--- config.mk ---
export PLATFORM = sky130hd
export DESIGN_NAME = shift_sched
export DESIGN_NICKNAME = d
export VERILOG_FILES = /design/src/rtl/shift_sched.sv
export SDC_FILE = /design/constraint.sdc
export NUM_CORES = 1
export LEC_CHECK = 0
export BUFFER_PORTS_ARGS = -buffer_cell sky130_fd_sc_hd__buf_2
export CAP_MARGIN = 10
export CORE_ASPECT_RATIO = 1.1
export CORE_UTILIZATION = 50
export CTS_BUF_LIST = sky130_fd_sc_hd__clkbuf_8
export DETAILED_ROUTE_END_ITERATION = 7
export GPL_TIMING_DRIVEN = 0
export PLACE_DENSITY = 0.81
export RECOVER_POWER = 50
export SYNTH_ARGS = -nofsm -noshare
export SYNTH_HDL_FRONTEND = slang
export SYNTH_SLANG_ARGS = --single-unit
--- constraint.sdc ---
create_clock -name clk -period 1.7 [get_ports clk]
set_clock_uncertainty 0.15 [all_clocks]
set_input_delay 0.34 -clock clk [delete_from_list [all_inputs] [get_ports clk]]
set_output_delay 0.34 -clock clk [all_outputs]
set_load 0.02 [all_outputs]
--- src/rtl/shift_sched.sv ---
// -----------------------------------------------------------------------------
// shift_sched
//
// Shares one bidirectional serial-in shift-register chain between two
// requesters. A word accepted from port A is shifted in MSB first through the
// chain's left serial input (chain shifting towards higher stages). A word
// accepted from port B is shifted in LSB first through the right serial input
// (chain shifting towards lower stages). Either way the chain ends up holding
// the word in natural bit order. One cycle later the parallel chain output is
// captured and returned with a one-cycle strobe and the source port tag.
//
// Ports
//   clk          rising-edge clock
//   rst          synchronous, active-high reset
//   a_valid/a_ready/a_data   port A word handshake
//   b_valid/b_ready/b_data   port B word handshake
//   sr_left_in   chain left serial input (enters stage 0)
//   sr_right_in  chain right serial input (enters stage DATA_WIDTH-1)
//   sr_shift_lr  chain direction, 0 = towards higher stages, 1 = towards lower
//   sr_q         chain parallel output
//   busy         high while a transfer is in flight (SHIFT or DONE)
//   res_valid    one-cycle result strobe, no backpressure
//   res_data     captured chain word
//   res_src      source of the result, 0 = port A, 1 = port B
//
// Handshake: a word transfers on the rising edge where x_valid & x_ready are
// both high. Ready is only ever raised in IDLE with rst low, for the single
// port chosen by the round-robin arbiter, so at most one ready is high at a
// time. Ready depends combinationally on valid; valid must not depend on ready.
// -----------------------------------------------------------------------------
module shift_sched #(
    parameter int DATA_WIDTH = 8
) (
    input  logic                  clk,
    input  logic                  rst,
    input  logic                  a_valid,
    output logic                  a_ready,
    input  logic [DATA_WIDTH-1:0] a_data,
    input  logic                  b_valid,
    output logic                  b_ready,
    input  logic [DATA_WIDTH-1:0] b_data,
    output logic                  sr_left_in,
    output logic                  sr_right_in,
    output logic                  sr_shift_lr,
    input  logic [DATA_WIDTH-1:0] sr_q,
    output logic                  busy,
    output logic                  res_valid,
    output logic [DATA_WIDTH-1:0] res_data,
    output logic                  res_src
);

    localparam int CW = $clog2(DATA_WIDTH);
    localparam logic [CW-1:0] COUNT_LAST = CW'(DATA_WIDTH - 1);

    typedef enum logic [1:0] {
        IDLE  = 2'd0,
        SHIFT = 2'd1,
        DONE  = 2'd2
    } state_t;

    state_t                state_q, state_d;
    logic [CW-1:0]         count_q, count_d;
    logic                  last_grant_q, last_grant_d;  // 0 = A, 1 = B
    logic [DATA_WIDTH-1:0] word_q, word_d;
    logic                  src_q, src_d;                // 0 = A, 1 = B
    logic                  res_valid_q, res_valid_d;
    logic [DATA_WIDTH-1:0] res_data_q, res_data_d;
    logic                  res_src_q, res_src_d;

    logic                  grant_b;
    logic [CW-1:0]         idx_msb;

    // Bit index for MSB-first serialisation on port A.
    assign idx_msb = COUNT_LAST - count_q;

    always_ff @(posedge clk) begin
        if (rst) begin
            state_q      <= IDLE;
            count_q      <= '0;
            last_grant_q <= 1'b1;
            word_q       <= '0;
            src_q        <= 1'b0;
            res_valid_q  <= 1'b0;
            res_data_q   <= '0;
            res_src_q    <= 1'b0;
        end else begin
            state_q      <= state_d;
            count_q      <= count_d;
            last_grant_q <= last_grant_d;
            word_q       <= word_d;
            src_q        <= src_d;
            res_valid_q  <= res_valid_d;
            res_data_q   <= res_data_d;
            res_src_q    <= res_src_d;
        end
    end

    always_comb begin
        state_d      = state_q;
        count_d      = count_q;
        last_grant_d = last_grant_q;
        word_d       = word_q;
        src_d        = src_q;
        res_valid_d  = 1'b0;
        res_data_d   = res_data_q;
        res_src_d    = res_src_q;
        a_ready      = 1'b0;
        b_ready      = 1'b0;

        // B wins when it is alone, or when both ask and A was served last.
        grant_b = b_valid && (!a_valid || !last_grant_q);

        case (state_q)
            IDLE: begin
                a_ready = !rst && a_valid && !grant_b;
                b_ready = !rst && grant_b;
                if (a_valid || b_valid) begin
                    word_d       = grant_b ? b_data : a_data;
                    src_d        = grant_b;
                    last_grant_d = grant_b;
                    count_d      = '0;
                    state_d      = SHIFT;
                end
            end
            SHIFT: begin
                if (count_q == COUNT_LAST) begin
                    count_d = '0;
                    state_d = DONE;
                end else begin
                    count_d = count_q + 1'b1;
                end
            end
            DONE: begin
                res_data_d  = sr_q;
                res_src_d   = src_q;
                res_valid_d = 1'b1;
                state_d     = IDLE;
            end
            default: begin
                state_d = IDLE;
            end
        endcase
    end

    // Serial outputs are decoded from registered state only, so they are
    // stable from the start of each shift cycle. The direction is the source
    // register, which naturally holds its last value in IDLE and DONE.
    assign sr_left_in  = (state_q == SHIFT) && !src_q && word_q[idx_msb];
    assign sr_right_in = (state_q == SHIFT) && src_q && word_q[count_q];
    assign sr_shift_lr = src_q;

    assign busy      = (state_q != IDLE);
    assign res_valid = res_valid_q;
    assign res_data  = res_data_q;
    assign res_src   = res_src_q;

endmodule

# == Word level (Yosys, flattened, before mapping) ==
# Index checks and enable logic that the tools add are counted.
# totals
regBits,25
# classes
add_sub_neg,2
magnitude_cmp,2
eq_ne,5
mux,14
reduce_logical,21
# op_table
cell,count
logical AND 1 bit,8
less-than comparator 3 x 4 -> 1 bit (second input constant),2
2-to-1 mux 8 bit,1
binary-select mux 1 bit (select 3 bit),2
2-to-1 mux 3 bit,2
one-hot mux 3 bit (2 select lines),1
AND reduction 2 bit,3
logical NOT 1 bit,5
2-to-1 mux 1 bit,5
2-to-1 mux 2 bit,2
inequality test 2 bit (second input constant),2
one-hot mux 2 bit (2 select lines),1
nonzero test 2 bit,2
adder 3 x 1 -> 3 bit (second input constant),1
== test 3 bit (second input constant),1
subtractor 3 bit (first input constant),1
== test 2 x 1 -> 1 bit (second input constant),1
== test 2 bit (second input constant),1
logical NOT 2 bit,1
logical OR 1 bit,2

# == Longest topological paths before layout ==
# Gate-level depths: netlist of run 1.
# logic_depth
word_depth,6
depth_mapped,4
mapped_depth_nobuf,4

# == Least setup slack after synthesis of run 1 ==
# Ideal clock, no wire load.
# synth_timing
path_type,register to output
start,register state_q[1]
end,output port a_ready
arrival_time_ns,1.416
slack_ns,-0.206
path_stages_with_launch,4
cell_sequence,dfxtp_1 > nor2_1 > inv_2 > nor4b_1
# synth_between
elab_chain_len,2
# synth_lines
item,line_no,source
"start, declared",61,"state_t state_q, state_d;"
"start signal, assigned",87,state_q <= state_d;
logical NOT 2 bit,113,case (state_q)
2-to-1 mux 1 bit,113,
"end, declared",37,"output logic a_ready,"
# No other way between the ends.

# == Worst setup path after layout of run 1 ==
# layout_timing
start,register count_q[0]
end,output port sr_right_in
# layout_between
elab_chain_len,3
# layout_lines
item,line_no,source
"start, declared",62,"logic [CW-1:0] count_q, count_d;"
"start signal, assigned",88,count_q <= count_d;
binary-select mux 1 bit (select 3 bit),149,assign sr_right_in = (state_q == SHIFT) && src_q && word_q[count_q];
2-to-1 mux 1 bit (implied by the code),149,
logical AND 1 bit,149,
"end, declared",43,"output logic sr_right_in,"
# No other way between the ends. The select of a mux whose other input is x is not followed.

==> results of run 1 <==
==> worst register-to-register path: cells and delay by family, from the launching register on <==
| family | cells | cell delay, ns |
|---|---|---|
| adders and majority gates | 2 | 0.43 |
| AOI/OAI and AO/OA | 1 | 0.13 |
| and+or+nand+nor | 1 | 0.46 |
| DFF | 1 | 0.40 |
==> metrics by stage <==
| stage | power [mW] | area, µm² | std cells | TNS, ns | setup WS [ns] |
|---|---|---|---|---|---|
| finish | 1.27 | 1680 | 218 | -0.710 | -0.312 |
| global route | 1.33 | 1680 | 218 | -0.909 | -0.346 |
| CTS | 1.25 | 1630 | 216 | -0.692 | -0.304 |
| detailed placement | 0.872 | 1490 | 207 | -0.255 | -0.163 |
| global placement | 0.864 | 1490 | 207 | -0.202 | -0.133 |
| floorplan | 0.802 | 1240 | 135 | 0 | 0.00170 |
==> cell families after synthesis <==
kind of cell             count (synthesis)  synth area share, %
buffers and inverters                   10                 4.47
adder cells (fa/ha/maj)                  2                 2.08
multiplexers                            15                 12.6
AO/OA/AOI/OAI                           42                 22.8
flip-flops                              25                 41.6
AND/OR/NAND/NOR                         41                 16.5
==> layout make-up <==
cell class	count	area, µm²	area share [%]
Buffer	9	53.8	3.20
Clock buffer	3	41.3	2.45
Clock inverter	1	5.00	0.297
Inverter	1	8.76	0.520
Multi-Input combinational cell	100	742	44.1
Sequential cell	25	515	30.6
Tap cell	30	37.5	2.23
Timing Repair Buffer	49	279	16.6
==> flip-flops by register name, summed over array words and instances, names as in the netlist <==
name / count
count_q: 3
last_grant_q: 1
res_data: 8
res_src: 1
res_valid: 1
sr_shift_lr: 1
state_q: 2
word_q: 8
==> path summary, 6_finish.rpt <==
kind                                     to  depth (start not counted)
worst max-delay path            sr_right_in                          5
worst min-delay path            res_data[0]                          3
worst max register to register   count_q[0]                          4
worst min register to register  res_data[2]                          2
==> power by group through the flow <==
stage	Clock, mW	Sequential [mW]	Combinational, mW
3_3_place_gp	0	0.652	0.212
3_5_place_dp	0	0.652	0.219
5_1_grt	0.386	0.650	0.296
6_report	0.357	0.645	0.273
4_1_cts	0.353	0.644	0.250
2_1_floorplan	0	0.649	0.153
==> routing by layer <==
metal,up-vias,GRT usage [%],part of all wire (%),wire (µm)
met1,566,24.4,41,1230
met2,51,46.5,52,1570
met4,0,11.3,1.4,42
li1,598,-,-,-
met3,5,2.87,5.7,171
met5,-,0,0,0
==> cell usage in the layout (no fill, tap or decap), drive strengths merged, types with 2 or more instances in the layout <==
cell type / n
buf: 48
dfxtp: 25
nand2: 22
a21oi: 21
mux2i: 14
clkbuf: 13
a211oi: 8
nor2b: 7
nor2: 4
o211ai: 3
a22o: 2
ha: 2
clkinv: 2
nand2b: 2
nor3b: 2
==> cells in the mapped netlist, types with 2 or more instances <==
library cell and instances:
nor2_1 3, a21oi_1 21, nand2_1 22, ha_1 2, nor2b_1 7, nor3b_1 2
buf_1 2, dfxtp_1 25, o211ai_1 3, clkbuf_1 4, nand2b_1 2, mux2i_1 14
buf_6 2, a211oi_1 8, a22o_1 2
==> timing repair <==
item,4_1_cts,5_1_grt
gates cloned,0,0
endpoints found under the setup margin,4,4
pin swaps,6,5
hold buffers,0,0
hold endpoints to repair,0,0
gates resized for setup,21,11
buffers inserted,5,2
==> impl_metrics.csv, run 1 <==
group,metric,value,unit
run_status,status,"finished, violations left",
run_status,violations,"negative setup slack",
routing,vias_per_cell,5.60,
cts,numCtsBuffers,3,
placement,routabilityCongestion,0.814,
global_route,antenna_found_initial,0,
finish,nNetsFinal,219,
power,p_clk_share,28.0,%
cts,clockBufferDepth,2,
synth,synth-seq-area-share,41.6,%
routing,drt_pass1_iterations,4,
global_route,grt_max_degree,15,
synth,synth.top_cell.area_share,41.6,%
cts,cts_sinks,25,
critical_path,crit_required,1.21,ns
die,rows,18,
routing,vias,1220,
timing,slew_headroom,68.4,%
placement,port-buffer-count,42,
cts,cts_tree,"yes",
timing,finalHoldViolCount,0,
placement,hpwlAfterDp,1.97,mm
power,peakVddDrop,0.500,mV
finish,n_antenna_cell,0,
timing,setup_viol,4,
finish,nFillCells,179,
synth,ys_async_sr_fraction,0,%
cts,cts-root-buf,"clkbuf_8",
cts,clk_latency,0.27,ns
critical_path,worst_path_max_delay_cell,"dfxtp_4",
synth,ys_top_cells_by_area,"dfxtp_1 (42%), mux2i_1 (12%), a21oi_1 (8.7%)",
finish,drive_gt1_share,37.8,%
die,start_util,53.4,%
power,p_leak,0.672,nW
die,core_area,2250,µm²
synth,syn_nets,165,
critical_path,cpPeakStageDelay,0.37,ns
critical_path,path_buf_inv,2,
routing,drtIter0Drc,30,
finish,synthToLayoutAreaGrowth,39.8,%
critical_path,r2r_start,"count_q[1]",
timing,min_period,2.01,ns
routing,ant_nets,0,
cts,cts.clk_slew.worst_paths,0.09,ns
timing,drv_slew,0,
power,p_seq_share,50.6,%
synth,synth_edf_count,0,
routing,detail_route.wl_per_cell,13.8,µm
critical_path,path_class,"flip-flop to output port",
global_route,grt.overflow.total,0,
critical_path,regToRegSetupSlack,0.06,ns
die,die_h,53.5,µm
synth,synth_area,1200,µm²
timing,layout_setup_ws,-0.312,ns
die,io-pin-count,44,
min_path,hold_class,"input pin to flip-flop",
critical_path,critPathTopFamily,"compound AO/OA/AOI/OAI gates",
cts,htreeDepth,1,
power,p_sw,0.357,mW
timing,rsz0062_at_grt,"yes",
timing,fmax,497,MHz
power,p_per_area,757,nW/µm²
min_path,hp-start,"sr_q[0]",
critical_path,worstPathArrival,1.52,ns
global_route,grt_pass1_wl,4.60,mm
power,swShare,28.0,%
die,dieWidth,48.8,µm
timing,tightestPinTransition,0.474,ns
finish,utilization,74.7,%
synth,syn_area_per_cell,8.92,µm²
global_route,grt_pass1_vias,1089,
power,share_comb_of_total_power,21.4,%
die,dieArea,2610,µm²
routing,routed_wl,3.01,mm
critical_path,end_kind,"output port",
synth,yosysUniqueCellTypes,31,
synth,synth-seq-cells,25,
synth,postSynthCellCount,135,
critical_path,worstPathCellList,"buf_8 -> mux2i_1 -> a22o_1 -> a311oi_4 -> buf_6",
synth,yosysWarnings,0,
critical_path,cp_max_fo,9,
critical_path,critPathLaunch,"count_q[0]",
synth,synth_top_area_cell,"dfxtp_1",
run,max_cap_viol_count,0,
power,intPower,0.917,mW
global_route,grt_usage,23.4,%
timing,finalCritPeriodShare,118,%
synth,synth_ff_type,"dfxtp_1",
timing,whs,0.150,ns
critical_path,critPathLaunchType,"flip-flop",
routing,route.detailed.drc,0,
No activity file was read; power rests on OpenSTA's default activity.
==> run 2: changes to the inputs <==
--- a/config.mk
+++ b/config.mk
@@ -7,2 +7,3 @@
 export LEC_CHECK = 0
+export ABC_CLOCK_PERIOD_IN_PS = 2500
 export BUFFER_PORTS_ARGS = -buffer_cell sky130_fd_sc_hd__buf_2
==> constraint.sdc (replaced) <==
create_clock -name clk -period 2.5 [get_ports clk]
set_clock_uncertainty 0.15 [all_clocks]
set_input_delay 0.5 -clock clk [delete_from_list [all_inputs] [get_ports clk]]
set_output_delay 0.5 -clock clk [all_outputs]
set_load 0.1 [all_outputs]
==> run 2 against run 1 <==
The flow now finishes without violations; largest cell class unchanged; worst setup slack better by 0.41 ns; critical path type unchanged; register-to-register slack better by 0.79 ns; critical endpoint unchanged; wire length down 16%; sequential power down 32%; via count down 7.3%; combinational power down 30%; die area unchanged; total power down 33%; critical path depth down 1; flip-flop and latch count unchanged.
==> impl_metrics.csv, run 2 (same netlist as run 1, synthesis figures left out) <==
group,metric,value,unit
cts,clockBufferDepth,2,
timing,fmax,417,MHz
power,p_total,0.856,mW
die,io-pin-count,44,
finish,final_common_cell,"buf_2",
global_route,antenna_found_initial,0,
global_route,grt_max_degree,14,
critical_path,worstPathArrival,1.75,ns
die,dieArea,2610,µm²
routing,routed_wl,2.54,mm
finish,nNetsFinal,212,
placement,placed_area,1510,µm²
cts,postCtsSetupBuffers,0,
placement,routabilityCongestion,0.686,
critical_path,path_class,"flip-flop to output port",
critical_path,critPathLaunch,"count_q[0]",
critical_path,rr_worst_depth,4,
cts,cts_sinks,25,
global_route,grt_pass1_vias,872,
finish,n_antenna_cell,0,
timing,drv_slew,0,
critical_path,cp_max_fo,3,
cts,numCtsBuffers,3,
placement,port-buffer-count,42,
cts,cts-root-buf,"clkbuf_8",
timing,min_period,2.40,ns
critical_path,cp-endpoint,"sr_right_in",
routing,vias,1131,
routing,route.detailed.drc,0,
cts,cts_tree,"yes",
finish,drive_gt1_share,32.6,%
routing,drtIter0Drc,14,
global_route,grt.overflow.total,0,
die,dieWidth,48.8,µm
critical_path,r2r_start,"count_q[1]",
die,die_h,53.5,µm
run_status,status,"finished, final reports clean",
min_path,hold_class,"flip-flop to flip-flop",
die,start_util,53.4,%
min_path,hp-start,"res_data[0]",
finish,synthToLayoutAreaGrowth,30.0,%
critical_path,critPathLaunchType,"flip-flop",
power,p_per_area,547,nW/µm²
timing,layout_setup_ws,0.101,ns
timing,whs,0.304,ns
timing,rsz0062_at_grt,"no",
power,p_leak,0.652,nW
routing,detail_route.wl_per_cell,12.1,µm
critical_path,regToRegSetupSlack,0.85,ns
routing,ant_nets,0,
run,max_cap_viol_count,0,
timing,slew_headroom,67.3,%
routing,vias_per_cell,5.36,
global_route,grt_pass1_wl,4.01,mm
power,peakVddDrop,0.393,mV
placement,hpwlAfterDp,1.90,mm
timing,finalCritPeriodShare,96.0,%
timing,setup_viol,0,
timing,finalHoldViolCount,0,
cts,clk_latency,0.26,ns
placement,preCtsSetupSlack,0.181,ns
finish,final_area,1570,µm²
critical_path,regToRegEndpoint,"count_q[0]",
timing,tightestPinTransition,0.490,ns
die,core_area,2250,µm²
global_route,grt_usage,20.3,%
cts,cts.clk_slew.worst_paths,0.08,ns
critical_path,end_kind,"output port",
finish,final_cell_mix,"buf_2 (40), dfxtp_1 (24), nand2_1 (22)",
cts,htreeDepth,1,
critical_path,crit_required,1.85,ns
die,rows,18,
routing,drt_pass1_iterations,4,
==> run 2: worst max-delay path, cell delays in order (launching register included) <==
cell and delay (ns):
dfxtp_1 0.39, mux2_2 0.35, o311ai_1 0.42, a311oi_4 0.08
buf_4 0.26
==> run 2: timing repair <==
| action | in CTS | in global routing |
|---|---|---|
| resized for setup | 4 | 1 |
| setup endpoints to repair | 2 | 1 |
| pin swaps | 0 | 0 |
| hold buffers | 0 | 0 |
==> run 2: routing by layer <==
| layer | wire length [µm] | up-vias | GRT usage (%) |
|---|---|---|---|
| met5 | 0 | - | 0 |
| met2 | 1220 | 46 | 36.6 |
| met1 | 1150 | 503 | 24.7 |
| li1 | - | 580 | - |
| met4 | 10 | 0 | 4.41 |
| met3 | 170 | 2 | 4.31 |
==> run 2: worst min-delay path by stage <==
| stage | cells past startpoint | slack (ns) | endpoint |
|---|---|---|---|
| final | 2 | 0.30 | res_data[0] |
| after global routing | 3 | 0.32 | res_data[4] |
| after CTS | 2 | 0.31 | res_data[0] |
| after detailed placement | 2 | 0.29 | res_data[0] |
| after global placement | 2 | 0.29 | res_data[5] |
| after floorplan | 2 | 0.35 | word_q[7] |
==> run 2: area by class of cell <==
cell class | count | area (µm²)
plain buffers | 9 | 48.8
clock buffers | 3 | 41.3
clock inverters | 1 | 3.75
fillers | 187 | 687
inverters | 1 | 3.75
multi-input cells | 100 | 711
flip-flops and latches | 25 | 504
well taps | 30 | 37.5
repair buffers | 42 | 215
==> run 2: per-stage QoR <==
stage               cells  utilization, %  setup TNS [ns]
finish                211            69.5               0
global route          211            69.5               0
CTS                   211            69.3               0
detailed placement    207            67.1               0
global placement      207            67.1               0
floorplan             135               -         -0.0850
==> run 2: where the power goes <==
part           switching (mW)  internal [mW]  leakage, nW
registers              0.0188          0.418        0.205
clock network           0.118          0.110       0.0269
logic                   0.118         0.0743        0.420
total                   0.254          0.601        0.652
==> run 3: changes to the inputs <==
--- a/config.mk
+++ b/config.mk
@@ -11,3 +11,3 @@
 export CORE_ASPECT_RATIO = 1.1
-export CORE_UTILIZATION = 50
+export CORE_UTILIZATION = 38
 export CTS_BUF_LIST = sky130_fd_sc_hd__clkbuf_8
@@ -15,3 +15,2 @@
 export GPL_TIMING_DRIVEN = 0
-export PLACE_DENSITY = 0.81
 export RECOVER_POWER = 50
==> constraint.sdc (replaced) <==
create_clock -name clk -period 2.5 [get_ports clk]
set_clock_uncertainty 0.15 [all_clocks]
set_input_delay 0.125 -clock clk [delete_from_list [all_inputs] [get_ports clk]]
set_output_delay 0.125 -clock clk [all_outputs]
set_load 0.1 [all_outputs]
==> run 3 against run 2 <==
Utilization is 16 points lower; sequential power is essentially flat; via count grew 5.0%; flip-flop and latch count stayed put; critical path type unchanged; largest power group unchanged.
==> impl_metrics.csv, run 3 (same netlist as run 1, synthesis figures left out) <==
group,metric,value,unit
run_status,status,"finished, final reports clean",
critical_path,regToRegSetupSlack,0.86,ns
timing,rsz0062_at_grt,"no",
critical_path,end_kind,"output port",
timing,setup_tns,0,ns
run,max_cap_viol_count,0,
timing,finalHoldViolCount,0,
timing,slew_headroom,22.4,%
min_path,hold_class,"input pin to flip-flop",
die,rows,21,
finish,final_cell_mix,"buf_2 (31), dfxtp_1 (24), nand2_1 (22)",
cts,cts.clk_slew.worst_paths,0.09,ns
power,peakVddDrop,0.383,mV
cts,cts-root-buf,"clkbuf_8",
routing,drtIter0Drc,22,
timing,tightestPinTransition,1.17,ns
critical_path,critPathLaunchType,"flip-flop",
timing,finalCritPeriodShare,90.2,%
critical_path,path_class,"flip-flop to output port",
finish,utilization,53.0,%
cts,cts_sinks,25,
routing,drt_pass1_iterations,4,
finish,drive_gt1_share,24.3,%
critical_path,cpPeakStageDelay,0.57,ns
routing,vias,1188,
routing,detail_route.wl_per_cell,12.5,µm
critical_path,cp_max_fo,3,
critical_path,rr_worst_depth,4,
critical_path,r2r_start,"count_q[1]",
placement,port-buffer-count,42,
die,dieArea,3400,µm²
power,p_leak,0.627,nW
die,io-pin-count,44,
finish,synthToLayoutAreaGrowth,33.1,%
routing,routed_wl,2.80,mm
power,p_total,0.866,mW
routing,route.detailed.drc,0,
timing,min_period,2.26,ns
critical_path,regToRegEndpoint,"count_q[0]",
timing,layout_setup_ws,0.244,ns
die,die_h,61.0,µm
timing,fmax,443,MHz
finish,nNetsFinal,220,
placement,routabilityCongestion,0.744,
timing,drv_slew,0,
min_path,hold_end,"word_q[7]",
cts,clockBufferDepth,2,
cts,numCtsBuffers,3,
global_route,antenna_found_initial,0,
global_route,grt_usage,16.8,%
finish,n_antenna_cell,0,
finish,final_common_cell,"buf_2",
critical_path,worstPathArrival,1.98,ns
critical_path,worst_path_max_delay_cell,"o311ai_0",
placement,preCtsSetupSlack,0.512,ns
placement,hpwlAfterDp,2.09,mm
routing,ant_nets,0,
cts,clk_latency,0.26,ns
cts,postCtsSetupBuffers,0,
min_path,min_delay_path_depth,3,
die,dieWidth,55.7,µm
timing,setup_viol,0,
global_route,grt_pass1_wl,4.54,mm
critical_path,worstPathCellList,"mux2_2 -> o311ai_0 -> a311oi_4 -> buf_2",
global_route,grt_pass1_vias,1049,
critical_path,critPathTopFamily,"compound AO/OA/AOI/OAI gates",
critical_path,path_buf_inv,1,
timing,whs,0.0381,ns
cts,htreeDepth,1,
die,start_util,39.8,%
power,p_per_area,540,nW/µm²
die,core_area,3020,µm²
cts,cts_tree,"yes",
global_route,grt.overflow.total,0,
min_path,hp-start,"a_data[7]",
routing,vias_per_cell,5.33,
critical_path,crit_required,2.23,ns
global_route,grt_max_degree,14,
[run 3: worst reg2reg max path, stage by stage, from the launching register on]
cell     delay (ns)
dfxtp_1        0.41
ha_1           0.23
ha_1           0.21
or3_2          0.45
a21oi_1        0.13
[run 3: per-layer routing]
layer  wire [µm]  share of wire (%)  track usage [%]  vias to the layer above
li1            -                  -                -                      595
met1        1200                 43             20.3                      552
met2        1450                 52             31.3                       39
met3         138                4.9             2.52                        2
met4           8               0.29             5.36                        0
met5           0                  0                0                        -
[run 3: what timing repair did]
| item | CTS | global route |
|---|---|---|
| setup endpoints to repair | 0 | 0 |
| gates resized for setup | 0 | 0 |
| endpoints found under the hold margin | 8 | 0 |
| hold buffers | 8 | 0 |
[run 3: worst max path at each step]
| stage | slack [ns] | from | to | cells past startpoint |
|---|---|---|---|---|
| 6_report | 0.24 | count_q[0] | sr_right_in | 4 |
| 5_1_grt | 0.13 | count_q[0] | sr_right_in | 4 |
| 4_1_cts | 0.21 | count_q[0] | sr_right_in | 4 |
| 3_5_place_dp | 0.51 | count_q[0] | sr_right_in | 4 |
| 3_3_place_gp | 0.57 | count_q[0] | sr_right_in | 4 |
| 2_1_floorplan | -0.34 | state_q[1] | a_ready | 3 |
[run 3: final cells by class]
| cell class | count | area (µm²) |
|---|---|---|
| inverter | 1 | 3.75 |
| timing repair buffer | 50 | 277 |
| clock buffer | 3 | 41.3 |
| tap | 34 | 42.5 |
| fill | 294 | 1420 |
| sequential | 25 | 502 |
| buffer | 9 | 48.8 |
| clock inverter | 1 | 3.75 |
| multi-input combinational | 100 | 683 |
[run 3: where the power goes]
part | switching, mW | internal, mW | total, mW
clock network | 0.127 | 0.110 | 0.237
logic | 0.116 | 0.0770 | 0.193
registers | 0.0177 | 0.418 | 0.436
[run 3: stage by stage]
stage | cells | area (µm²)
6_report | 223 | 1600
3_5_place_dp | 211 | 1490
5_1_grt | 223 | 1600
2_1_floorplan | 135 | 1240
4_1_cts | 223 | 1620
3_3_place_gp | 211 | 1490
